[src/rtl/vend_pkg.sv]
// Shared types and helpers for the multi-product token vending controller.
package vend_pkg;

    typedef enum logic [1:0] {
        ST_IDLE     = 2'd0,
        ST_CREDIT   = 2'd1,
        ST_DISPENSE = 2'd2,
        ST_CHANGE   = 2'd3
    } vend_state_t;

    // Width of a 1-based product index where 0 means "no product".
    function automatic int sel_w(input int num_products);
        return $clog2(num_products + 1);
    endfunction

    // Extract price field i from a packed price vector (up to 8 products x 8 bits).
    function automatic logic [31:0] price_of(input logic [63:0] prices,
                                             input int          price_w,
                                             input int          i);
        logic [63:0] field;
        field = (prices >> (i * price_w)) & ((64'd1 << price_w) - 64'd1);
        return field[31:0];
    endfunction

endpackage

[src/rtl/vend_price_select.sv]
// Combinational product arbiter: lowest-index pressed button whose price fits the credit.
module vend_price_select
    import vend_pkg::*;
#(
    parameter int                            NUM_PRODUCTS = 4,
    parameter int                            PRICE_W      = 4,
    parameter logic [NUM_PRODUCTS*PRICE_W-1:0] PRICES     = 16'h4321,
    parameter int                            CREDIT_W     = 8,
    parameter int                            SEL_W        = sel_w(NUM_PRODUCTS)
) (
    input  logic [NUM_PRODUCTS-1:0] button,
    input  logic [CREDIT_W-1:0]     credit,
    output logic                    hit,
    output logic [SEL_W-1:0]        idx,
    output logic [CREDIT_W-1:0]     price
);

    logic [NUM_PRODUCTS-1:0][CREDIT_W-1:0] lane_price;
    logic [NUM_PRODUCTS-1:0]               afford;

    for (genvar g = 0; g < NUM_PRODUCTS; g++) begin : g_lane
        assign lane_price[g] = CREDIT_W'(price_of(64'(PRICES), PRICE_W, g));
        assign afford[g]     = button[g] && (lane_price[g] <= credit);
    end

    // Scan high to low so the lowest affordable index is written last and wins.
    always_comb begin
        hit   = 1'b0;
        idx   = '0;
        price = '0;
        for (int i = NUM_PRODUCTS - 1; i >= 0; i--) begin
            if (afford[i]) begin
                hit   = 1'b1;
                idx   = SEL_W'(i);
                price = lane_price[i];
            end
        end
    end

endmodule

[src/rtl/vend_multi.sv]
// Token vending controller: credit accumulation, product dispense and change handshake.
// Define VEND_TIMEOUT_EN to add the dispense watchdog (fault pulse + full refund).
module vend_multi
    import vend_pkg::*;
#(
    parameter int                              NUM_PRODUCTS     = 4,
    parameter int                              PRICE_W          = 4,
    parameter logic [NUM_PRODUCTS*PRICE_W-1:0] PRICES           = 16'h4321,
    parameter int                              CREDIT_W         = 8,
    parameter int                              MAX_CREDIT       = 15,
    parameter int                              DISPENSE_TIMEOUT = 1000,
    localparam int                             SEL_W            = sel_w(NUM_PRODUCTS)
) (
    input  logic                    clk,
    input  logic                    reset,
    input  logic                    token_in,
    input  logic [NUM_PRODUCTS-1:0] button,
    input  logic                    cancel,
    input  logic                    dispense_done,
    input  logic                    change_ack,
    output logic                    dispense,
    output logic [SEL_W-1:0]        product_sel,
    output logic                    change_valid,
    output logic [CREDIT_W-1:0]     change_tokens,
    output logic [CREDIT_W-1:0]     credit,
    output logic                    token_reject,
    output logic                    dispense_fault
);

    vend_state_t         state_q, state_d;
    logic [CREDIT_W-1:0] credit_q, credit_d;
    logic [CREDIT_W-1:0] price_q, price_d;
    logic [CREDIT_W-1:0] change_q, change_d;
    logic [SEL_W-1:0]    sel_q, sel_d;
    logic                dispense_q, dispense_d;
    logic                cv_q, cv_d;
    logic                rej_q, rej_d;

    logic                ps_hit;
    logic [SEL_W-1:0]    ps_idx;
    logic [CREDIT_W-1:0] ps_price;
    logic [CREDIT_W-1:0] remain;

    vend_price_select #(
        .NUM_PRODUCTS (NUM_PRODUCTS),
        .PRICE_W      (PRICE_W),
        .PRICES       (PRICES),
        .CREDIT_W     (CREDIT_W),
        .SEL_W        (SEL_W)
    ) u_sel (
        .button (button),
        .credit (credit_q),
        .hit    (ps_hit),
        .idx    (ps_idx),
        .price  (ps_price)
    );

    // Selection only happens when price <= credit, so this cannot wrap.
    assign remain = credit_q - price_q;

`ifdef VEND_TIMEOUT_EN
    localparam int CNT_W = $clog2(DISPENSE_TIMEOUT + 1);

    logic [CNT_W-1:0] tmo_cnt;
    logic             tmo_hit;
    logic             fault_q, fault_d;

    always_ff @(posedge clk or negedge reset) begin
        if (!reset) begin
            tmo_cnt <= '0;
            fault_q <= 1'b0;
        end else begin
            tmo_cnt <= (state_q == ST_DISPENSE) ? tmo_cnt + CNT_W'(1) : '0;
            fault_q <= fault_d;
        end
    end

    assign tmo_hit        = (state_q == ST_DISPENSE) && (tmo_cnt == CNT_W'(DISPENSE_TIMEOUT - 1));
    assign dispense_fault = fault_q;
`else
    assign dispense_fault = 1'b0;
`endif

    always_ff @(posedge clk or negedge reset) begin
        if (!reset) begin
            state_q    <= ST_IDLE;
            credit_q   <= '0;
            price_q    <= '0;
            change_q   <= '0;
            sel_q      <= '0;
            dispense_q <= 1'b0;
            cv_q       <= 1'b0;
            rej_q      <= 1'b0;
        end else begin
            state_q    <= state_d;
            credit_q   <= credit_d;
            price_q    <= price_d;
            change_q   <= change_d;
            sel_q      <= sel_d;
            dispense_q <= dispense_d;
            cv_q       <= cv_d;
            rej_q      <= rej_d;
        end
    end

    always_comb begin
        state_d    = state_q;
        credit_d   = credit_q;
        price_d    = price_q;
        change_d   = change_q;
        sel_d      = sel_q;
        dispense_d = dispense_q;
        cv_d       = cv_q;
        rej_d      = 1'b0;
`ifdef VEND_TIMEOUT_EN
        fault_d    = 1'b0;
`endif
        case (state_q)
            ST_IDLE: begin
                if (token_in) begin
                    credit_d = CREDIT_W'(1);
                    state_d  = ST_CREDIT;
                end
            end
            ST_CREDIT: begin
                // A token coinciding with a purchase or refund is bounced, not counted.
                if (ps_hit) begin
                    dispense_d = 1'b1;
                    sel_d      = ps_idx + SEL_W'(1);
                    price_d    = ps_price;
                    rej_d      = token_in;
                    state_d    = ST_DISPENSE;
                end else if (cancel) begin
                    cv_d     = 1'b1;
                    change_d = credit_q;
                    rej_d    = token_in;
                    state_d  = ST_CHANGE;
                end else if (token_in) begin
                    if (credit_q < CREDIT_W'(MAX_CREDIT)) credit_d = credit_q + CREDIT_W'(1);
                    else                                  rej_d    = 1'b1;
                end
            end
            ST_DISPENSE: begin
                rej_d = token_in;
                if (dispense_done) begin
                    dispense_d = 1'b0;
                    sel_d      = '0;
                    credit_d   = remain;
                    if (remain == '0) begin
                        state_d = ST_IDLE;
                    end else begin
                        cv_d     = 1'b1;
                        change_d = remain;
                        state_d  = ST_CHANGE;
                    end
                end
`ifdef VEND_TIMEOUT_EN
                else if (tmo_hit) begin
                    dispense_d = 1'b0;
                    sel_d      = '0;
                    fault_d    = 1'b1;
                    cv_d       = 1'b1;
                    change_d   = credit_q;
                    state_d    = ST_CHANGE;
                end
`endif
            end
            ST_CHANGE: begin
                rej_d = token_in;
                if (change_ack) begin
                    cv_d     = 1'b0;
                    change_d = '0;
                    credit_d = '0;
                    state_d  = ST_IDLE;
                end
            end
            default: state_d = ST_IDLE;
        endcase
    end

    assign dispense      = dispense_q;
    assign product_sel   = sel_q;
    assign change_valid  = cv_q;
    assign change_tokens = change_q;
    assign credit        = credit_q;
    assign token_reject  = rej_q;

endmodule

[config.mk]
export PLATFORM = sky130hd
export DESIGN_NAME = vend_multi
export DESIGN_NICKNAME = d
export VERILOG_FILES = /design/src/rtl/vend_pkg.sv /design/src/rtl/vend_price_select.sv /design/src/rtl/vend_multi.sv
export SDC_FILE = /design/constraint.sdc
export NUM_CORES = 1
export LEC_CHECK = 0
export CAP_MARGIN = 20
export CORE_ASPECT_RATIO = 1.75
export CORE_UTILIZATION = 32
export CTS_CLUSTER_SIZE = 40
export DETAILED_ROUTE_END_ITERATION = 8
export HOLD_SLACK_MARGIN = 0.02
export PLACE_DENSITY_LB_ADDON = 0.3
export SLEW_MARGIN = 10
export SYNTH_ARGS = -nofsm -noshare
export SYNTH_HDL_FRONTEND = slang
export SYNTH_HIERARCHICAL = 1
export SYNTH_SLANG_ARGS = --single-unit
[constraint.sdc]
create_clock -name clk -period 6 [get_ports clk]
set_input_delay 0.9 -clock clk [delete_from_list [all_inputs] [get_ports clk]]
set_output_delay 0.9 -clock clk [all_outputs]
set_load 0.01 [all_outputs]
# After elaboration in Yosys (flattened, before gate mapping)
# Cells that the tools add are included.
dict set report op_classes {
  n_addsub 3
  n_reduce_logical 14
  n_lt_le_gt_ge 5
  n_mux 49
  eq_ne 14
}
# operator n
set ops {}
lappend ops {{8-bit two-way mux} 11}
lappend ops {{8-bit one-hot mux with 4 select lines} 1}
lappend ops {{8-bit one-hot mux with 3 select lines} 1}
lappend ops {{2-bit two-way mux} 10}
lappend ops {{2-bit inequality test, second input constant} 10}
lappend ops {{3-bit two-way mux} 6}
lappend ops {{2-bit by 8-bit less-or-equal comparator with 1-bit output, first input constant} 2}
lappend ops {{1-bit two-way mux} 15}
lappend ops {{8-bit by 1-bit adder with 8-bit output, second input constant} 1}
lappend ops {{1-bit by 8-bit less-or-equal comparator with 1-bit output, first input constant} 1}
lappend ops {{3-bit by 8-bit less-or-equal comparator with 1-bit output, first input constant} 1}
lappend ops {{8-bit logical NOT} 1}
lappend ops {{8-bit by 4-bit less-than comparator with 1-bit output, second input constant} 1}
lappend ops {{2-bit one-hot mux with 4 select lines} 1}
lappend ops {{8-bit subtractor} 1}
lappend ops {{7-bit AND reduction} 1}
lappend ops {{3-bit one-hot mux with 2 select lines} 1}
lappend ops {{6-bit AND reduction} 1}
lappend ops {{2-bit equality test, second input constant} 2}
lappend ops {{1-bit logical AND} 4}
lappend ops {{1-bit one-hot mux with 2 select lines} 2}
lappend ops {{4-bit AND reduction} 1}
lappend ops {{3-bit by 1-bit adder with 3-bit output, second input constant} 1}
lappend ops {{3-bit inequality test, second input constant} 1}
lappend ops {{8 further kinds} 8}
dict set report totals {
  output_inout_bits 23
  in_bits 10
  reg_bits 32
  elab_cells 93
}

# Longest topological paths before layout
# Gate-level depths: netlist of the first run.
dict set report logic_depth {
  depth_word 9
  mapped_depth 10
  mapped_depth_nobuf 10
}

# Cells and area by module
# Netlist of the first run, hierarchy kept.
# mod instances seq_area_each_um2 cells_each area_per_inst_um2
set modules_own_cells {}
lappend modules_own_cells {vend_multi 1 800.8 200 1920.6}
lappend modules_own_cells {vend_price_select 1 0.0 31 206.4}

# Worst setup path after synthesis of the first run
# Ideal clock, no wire load.
dict set report synth_path {
  kind {flip-flop to flip-flop}
  start {register credit_q[0], in the netlist credit[0]}
  end {register change_q[0], in the netlist change_tokens[0]}
  synth_period_minus_slack_ns 3.079
  path_stages_with_launch 11
  t_required_ns 5.875
  slack_ns 2.921
  setup_ns 0.125
  t_arrival_ns 2.954
  path_buffers 0
  cell_sequence {dfrtp_1 inv_1 ha_1 inv_1 fa_1 a211oi_1 nor2_1 xor2_1 or4_4 o41ai_4 mux2_2}
}
dict set report synth_via {
  elab_chain_cells 8
  elab_cells_between_ends 22
  classes_between {add/sub: 1; order compare: 4; eq/ne: 2; mux: 9; reduce/logical: 6}
}
# element line_no
set synth_lines {}
lappend synth_lines {{start, declared} vend_multi.sv:31} ;# logic [CREDIT_W-1:0] credit_q, credit_d;
lappend synth_lines {{start signal, assigned} vend_multi.sv:96} ;# credit_q <= credit_d;
lappend synth_lines {{3-bit by 8-bit less-or-equal comparator with 1-bit output} vend_price_select.sv:23} ;# assign afford[g] = button[g] && (lane_price[g] <= credit);
lappend synth_lines {{1-bit logical AND} vend_price_select.sv:23}
lappend synth_lines {{1-bit two-way mux (4 in series)} vend_price_select.sv:32} ;# if (afford[i]) begin
lappend synth_lines {{2-bit inequality test (no source line)} n/a}
lappend synth_lines {{6-bit AND reduction (no source line)} n/a}
lappend synth_lines {{end signal, assigned} vend_multi.sv:98} ;# change_q <= change_d;
lappend synth_lines {{end, declared} vend_multi.sv:33} ;# logic [CREDIT_W-1:0] change_q, change_d;
# Several ways; a longest one is shown, not always the timed one. The select of a mux whose other input is x is not followed.
# A chain may end at the register's enable or synchronous reset.

# Worst setup path after layout of the first run
dict set report layout_path {
  start {input button[0]}
  end {register credit_q[3], in the netlist credit[3]}
}
dict set report layout_via {
  elab_chain_cells 4
}
# element line_no
set layout_lines {}
lappend layout_lines {{start, declared} vend_multi.sv:17} ;# input logic [NUM_PRODUCTS-1:0] button,
lappend layout_lines {{1-bit logical AND} vend_price_select.sv:23}
lappend layout_lines {{1-bit two-way mux} vend_price_select.sv:32}
lappend layout_lines {{via ps_hit} vend_multi.sv:39} ;# logic ps_hit;
lappend layout_lines {{2-bit inequality test (no source line)} n/a}
lappend layout_lines {{7-bit AND reduction (no source line)} n/a}
# The timed path passes the listed nets, and every way through them passes these cells.

==> results of run 1 <==
==> worst reg2reg max path, stage by stage (launching register included) <==
cell,delay [ns]
dfrtp_1,0.49
inv_1,0.18
ha_1,0.16
inv_1,0.04
fa_1,0.41
a211oi_1,0.35
nor2_1,0.13
xor2_1,0.17
or4_4,0.46
o41ai_4,0.57
mux2_2,0.41
==> flip-flops by register name (all words and copies together) (netlist names) <==
name           count
change_tokens      8
credit             8
price_q            8
product_sel        3
state_q            2
change_valid       1
dispense           1
token_reject       1
==> stage by stage <==
step	total power [mW]	instances	area [sq um]
CTS	1.56	346	2650
finish	1.56	346	2650
global route	1.68	346	2650
detailed placement	1.30	338	2500
floorplan	1.01	236	2150
global placement	1.29	338	2500
==> synth_stat cells (all sizes together) (2+ instances only) <==
| master | n | area share (%) |
|---|---|---|
| dfrtp | 32 | 38 |
| o21ai | 22 | 5.2 |
| inv | 19 | 3.4 |
| mux2 | 17 | 9.0 |
| nor2 | 16 | 2.8 |
| nand2 | 14 | 2.5 |
| a21oi | 10 | 2.4 |
| ha | 10 | 5.9 |
| nand3 | 8 | 1.9 |
| nor3 | 8 | 1.9 |
| buf | 7 | 2.5 |
| a21o | 6 | 2.1 |
| clkbuf | 6 | 1.1 |
| nand2b | 5 | 1.5 |
| a211oi | 4 | 1.4 |
| o21a | 4 | 1.4 |
| xnor2 | 4 | 1.6 |
| or4 | 3 | 1.4 |
| a22o | 2 | 0.82 |
| a31oi | 2 | 0.59 |
| a32o | 2 | 0.94 |
| conb | 2 | 0.35 |
| nor2b | 2 | 0.59 |
| nor4 | 2 | 0.59 |
| o221ai | 2 | 0.82 |
| o22ai | 2 | 0.59 |
| o41ai | 2 | 1.7 |
| xor2 | 2 | 0.82 |
==> metal layers <==
layer  vias to the layer above  part of all wire [%]  GRT usage, %
li1                        884                     -             -
met1                       896                    39          17.5
met2                        61                    55          31.5
met3                        13                   2.8          2.39
met4                         0                   3.1          9.09
met5                         -                     0             0
==> final cells by class <==
class | instances | area, sq um
Clock buffer | 6 | 139
Clock inverter | 2 | 10.0
Fill cell | 655 | 3840
Inverter | 19 | 71.3
Multi-Input combinational cell | 172 | 1200
Sequential cell | 32 | 801
Tap cell | 82 | 103
Timing Repair Buffer | 33 | 325
==> path summary, 6_finish.rpt <==
kind | to | slack, ns | depth (start not counted)
worst max-delay path | credit[3]$_DFFE_PN0P_ | 2.28 | 9
worst min-delay path | dispense$_DFFE_PN0P_ | 0.49 | 2
worst max register to register | change_tokens[5]$_DFFE_PN0P_ | 2.52 | 10
worst min register to register | dispense$_DFFE_PN0P_ | 0.49 | 2
max in group asynchronous | price_q[6]$_DFFE_PN0P_ | 4.66 | 2
min in group asynchronous | credit[6]$_DFFE_PN0P_ | 1.03 | 2
==> layout by cell type (no fill, tap or decap), drive strengths merged, types with 7 or more instances in the layout <==
master	count
inv	19
nor2	16
nand2	14
nor3	8
o21ai	22
a21oi	10
clkdlybuf4s50	31
nand3	8
ha	10
dfrtp	32
conb	7
mux2	17
==> where the power goes <==
group	internal, mW	switching (mW)
sequential	0.304	0.107
combinational	0.409	0.483
clock	0.163	0.0904
==> logic make-up after synthesis <==
logic type,synth area share (%)
adders and majority gates,6.82
and+or+nand+nor,15.4
other,0.353
buffers and inverters,6.88
DFF,37.6
AOI/OAI and AO/OA,21.4
muxes,9.00
xor gates and xnor gates,2.47
==> impl_metrics.json, run 1 <==
{
  "status": "finished clean",
  "grt.overflow.total": 0,
  "routed_wirelength_um": 5520,
  "pin_count": 33,
  "tightest_slew_ns": 0.770,
  "cts_resized": 0,
  "track_usage_pct": 16.7,
  "worstPathArrival_ns": 3.89,
  "fin_crit_sh_pct": 62.0,
  "crit_buf_inv": 1,
  "dieArea_sq_um": 6990,
  "cts_root_buffer": "clkbuf_16",
  "cp_data_required_time_ns": 6.17,
  "syn-cell-area_sq_um": 2130,
  "core_sq_um": 6490,
  "r2r-start": "credit[0]$_DFFE_PN0P_",
  "critical_path_class": "input pin to flip-flop",
  "dpl.hpwl_um": 4050,
  "finalSetupTns_ns": 0,
  "ir_worst_vdd_mv": 0.179,
  "dieHeight_um": 110,
  "drive_gt1_share_pct": 12.1,
  "gp_congestion": 0.871,
  "cts_tree": "yes",
  "synth_edf_count": 0,
  "nets": 284,
  "crit_chain": "clkdlybuf4s50_1 -> or2_2 -> a2111oi_0 -> o21ai_0 -> nor2_1 -> nand4_1 -> a21oi_1 -> o21ai_0 -> a21o_1",
  "rsz0062_at_grt": "false",
  "antenna_found_initial": 0,
  "clkLatencyLatePin_ns": 0.28,
  "drt-wirelength-per-cell_um": 15.9,
  "fin_ws_ns": 2.28,
  "p_leak_nw": 1.16,
  "synthFlopType": "dfrtp_1",
  "async_flop_share_pct": 100,
  "cellPowerDensity_nw_per_um2": 588,
  "cts_max_level": 2,
  "synthDistinctLibCells": 47,
  "numCtsBuffers": 5,
  "ctsLongestPathBuffers": 2,
  "maxSlewHeadroom_pct": 48.7,
  "drtPass1Iterations": 4,
  "end_kind": "flip-flop",
  "period_needed_ns": 3.72,
  "hold_slack_ns": 0.490,
  "clk_pin_slew_ns": 0.05,
  "setup_viol": 0,
  "clock-sinks": 32,
  "dr_total_vias": 1854,
  "syn_avg_cell_area_sq_um": 9.21,
  "start_kind": "input pin",
  "hold_start": "dispense$_DFFE_PN0P_",
  "crit_slowest_cell": "a21oi_1",
  "ys_seq_area_share_pct": 37.6,
  "cts_hold_buffers": 0,
  "hold_path_class": "flip-flop to flip-flop",
  "cp-startpoint": "button[0]",
  "crit_top_cell": "o21ai_0",
  "hold_viol": 0,
  "synthCells": 231,
  "critical-path-max-stage-delay_ns": 0.64,
  "area_growth_pct": 24.5,
  "rows": 39,
  "fin_skew_ns": 0.00429,
  "via_per_inst": 5.36,
  "maxCapViolCount": 0,
  "fin_util_pct": 40.8,
  "critPathTopFamily": "compound AO/OA/AOI/OAI gates",
  "path_max_fanout": 12,
  "io_buffers": 31,
  "post_cts_buffers": 0,
  "die_x_um": 63.6,
  "max_clock_freq_ghz": 0.269,
  "antenna_cells": 0,
  "grt_pass1_wl_um": 8820,
  "grt_max_degree": 33,
  "grt_pass1_vias": 1828,
  "drc_errors": 0,
  "synth_warnings": 6,
  "antenna_left": 0,
  "first_iter_violations": 96,
  "pre_cts_ws_ns": 2.03,
  "start_util_pct": 32.8,
  "ys_ff_latch": 32,
  "slew_viol_final": 0
}
Power figures use the tool's default switching activity.
==> run 2, diff against run 1 <==
clock period = 3.1 ns   (was 6 ns; I/O delays follow)
==> run 2 against run 1 <==
  * Hold slack lost 0.0054 ns
  * Utilization grew 2.0 points
  * Combinational power grew 120%
  * Sequential share of layout area shrank 1.4 points
  * Clock skew shrank 0.00091 ns
  * Clock power grew 82%
==> impl_metrics.json, run 2 (synthesized netlist as in run 1, its figures left out) <==
{
  "antenna_cells": 0,
  "final_area_sq_um": 2780,
  "final_common_cell": "dfrtp_1",
  "start_util_pct": 32.8,
  "maxSlewHeadroom_pct": 64.3,
  "gp_congestion": 0.874,
  "core_sq_um": 6490,
  "path_max_fanout": 8,
  "fin_util_pct": 42.8,
  "hold_viol": 0,
  "cp_data_required_time_ns": 3.26,
  "clkLatencyLatePin_ns": 0.28,
  "die_x_um": 63.6,
  "switching_share_pct": 42.9,
  "rows": 39,
  "r2r-start": "credit[0]$_DFFE_PN0P_",
  "tightest_slew_ns": 0.533,
  "critical_path_class": "flip-flop to flip-flop",
  "clk_pin_slew_ns": 0.05,
  "dieArea_sq_um": 6990,
  "cts_max_level": 2,
  "r2r-end": "change_tokens[6]$_DFFE_PN0P_",
  "r2r_slack_ns": 0.16,
  "share_comb_of_total_power_pct": 62.0,
  "status": "finished clean",
  "end_kind": "flip-flop",
  "worstPathArrival_ns": 3.09,
  "dieHeight_um": 110,
  "dpl.hpwl_um": 4470,
  "p_switching_mw": 1.37,
  "track_usage_pct": 17.7,
  "rsz0062_at_grt": "false",
  "io_buffers": 31,
  "via_per_inst": 5.29,
  "cts_hold_buffers": 0,
  "hold_slack_ns": 0.485,
  "fin_total_pwr_mw": 3.20,
  "antenna_left": 0,
  "ff2ff_path_depth": 11,
  "pin_count": 33,
  "holdPathStages": 2,
  "setup_viol": 0,
  "max_clock_freq_ghz": 0.341,
  "place_area_sq_um": 2630,
  "antenna_found_initial": 0,
  "drc_errors": 0,
  "grt_pass1_wl_um": 9310,
  "grt_pass1_vias": 1891,
  "p_seq_share_pct": 23.5,
  "fin_crit_sh_pct": 94.7,
  "ctsLongestPathBuffers": 2,
  "cellPowerDensity_nw_per_um2": 1150,
  "layout_common_cells": "dfrtp_1, clkdlybuf4s50_1, o21ai_0",
  "p_leak_nw": 1.24,
  "first_iter_violations": 115,
  "area_growth_pct": 30.5,
  "routed_wirelength_um": 5830,
  "internal-power_mw": 1.83,
  "hold_start": "dispense$_DFFE_PN0P_",
  "period_needed_ns": 2.94,
  "fin_skew_ns": 0.00338,
  "clock-sinks": 32,
  "nets": 302,
  "ir_worst_vdd_mv": 0.375,
  "min_to": "dispense$_DFFE_PN0P_",
  "grt_max_degree": 33,
  "maxCapViolCount": 0,
  "cts_tree": "yes",
  "num-fill-cells": 651,
  "start_kind": "flip-flop",
  "drive_gt1_share_pct": 17.4,
  "hold_path_class": "flip-flop to flip-flop",
  "drtPass1Iterations": 4,
  "dr_total_vias": 1922,
  "numCtsBuffers": 5,
  "slew_viol_final": 0,
  "cts_root_buffer": "clkbuf_16",
  "clockPowerShare_pct": 14.5,
  "grt.overflow.total": 0,
  "drt-wirelength-per-cell_um": 16.0
}
-- run 2: cell count changes in the layout (fill, tap and decap cells not counted) --
cell / previous run / this run
a211oi_1: 4 / 3
a211oi_2: 0 / 1
buf_4: 2 / 19
buf_6: 0 / 1
clkbuf_1: 0 / 1
clkbuf_8: 1 / 0
clkinv_2: 2 / 1
-- run 2: critical path, stage by stage, from the launching register on --
cell      delay, ns
dfrtp_1        0.37
inv_1          0.08
ha_1           0.14
inv_1          0.05
fa_1           0.41
a211oi_2       0.23
nor2_1         0.10
xor2_1         0.16
or4_4          0.45
o41ai_4        0.30
buf_6          0.18
mux2_2         0.34
-- run 2: layer usage --
layer | track usage [%] | vias to the layer above | share of wire [%]
met5 | 0 | - | 0
met4 | 11.5 | 0 | 4.4
met2 | 32.9 | 47 | 54
li1 | - | 920 | -
met3 | 2.28 | 17 | 2.0
met1 | 18.3 | 938 | 39
-- run 2: how the worst max path moves through the flow --
stage                               start                            to
CTS                 credit[0]$_DFFE_PN0P_  change_tokens[6]$_DFFE_PN0P_
global placement    credit[0]$_DFFE_PN0P_  change_tokens[7]$_DFFE_PN0P_
global route        credit[0]$_DFFE_PN0P_  change_tokens[1]$_DFFE_PN0P_
detailed placement  credit[0]$_DFFE_PN0P_  change_tokens[6]$_DFFE_PN0P_
finish              credit[0]$_DFFE_PN0P_  change_tokens[6]$_DFFE_PN0P_
floorplan           credit[0]$_DFFE_PN0P_  change_tokens[0]$_DFFE_PN0P_
-- run 2: stage by stage --
stage | TNS (ns) | instances | worst slack (ns)
2_1_floorplan | 0 | 236 | 0.0209
3_3_place_gp | 0 | 355 | 0.0110
3_5_place_dp | -0.438 | 355 | -0.0612
4_1_cts | 0 | 363 | 0.0302
5_1_grt | 0 | 363 | 0.0115
6_report | 0 | 363 | 0.164
-- run 2: area by class of cell --
class | instances | area (sq um) | share of cell area (%)
Clock inverter | 1 | 5.00 | 0.180
Timing Repair Buffer | 51 | 464 | 16.7
Multi-Input combinational cell | 172 | 1200 | 43.4
Sequential cell | 32 | 801 | 28.8
Tap cell | 82 | 103 | 3.70
Inverter | 19 | 71.3 | 2.57
Clock buffer | 6 | 129 | 4.64
-- run 2: timing repair --
| item | in CTS | in global routing |
|---|---|---|
| pin swaps | 1 | 1 |
| endpoints found under the setup margin | 8 | 8 |
| resized for setup | 0 | 2 |
| cloned | 0 | 0 |
| hold endpoints to repair | 0 | 0 |
| setup buffers | 1 | 0 |
-- run 2: power by group through the flow --
stage          Combinational [mW]  Clock, mW  Sequential [mW]
6_report                     1.98      0.463            0.751
5_1_grt                      2.19      0.491            0.771
3_3_place_gp                 1.93          0            0.748
3_5_place_dp                 1.94          0            0.755
4_1_cts                      1.97      0.473            0.750
2_1_floorplan                1.20          0            0.765
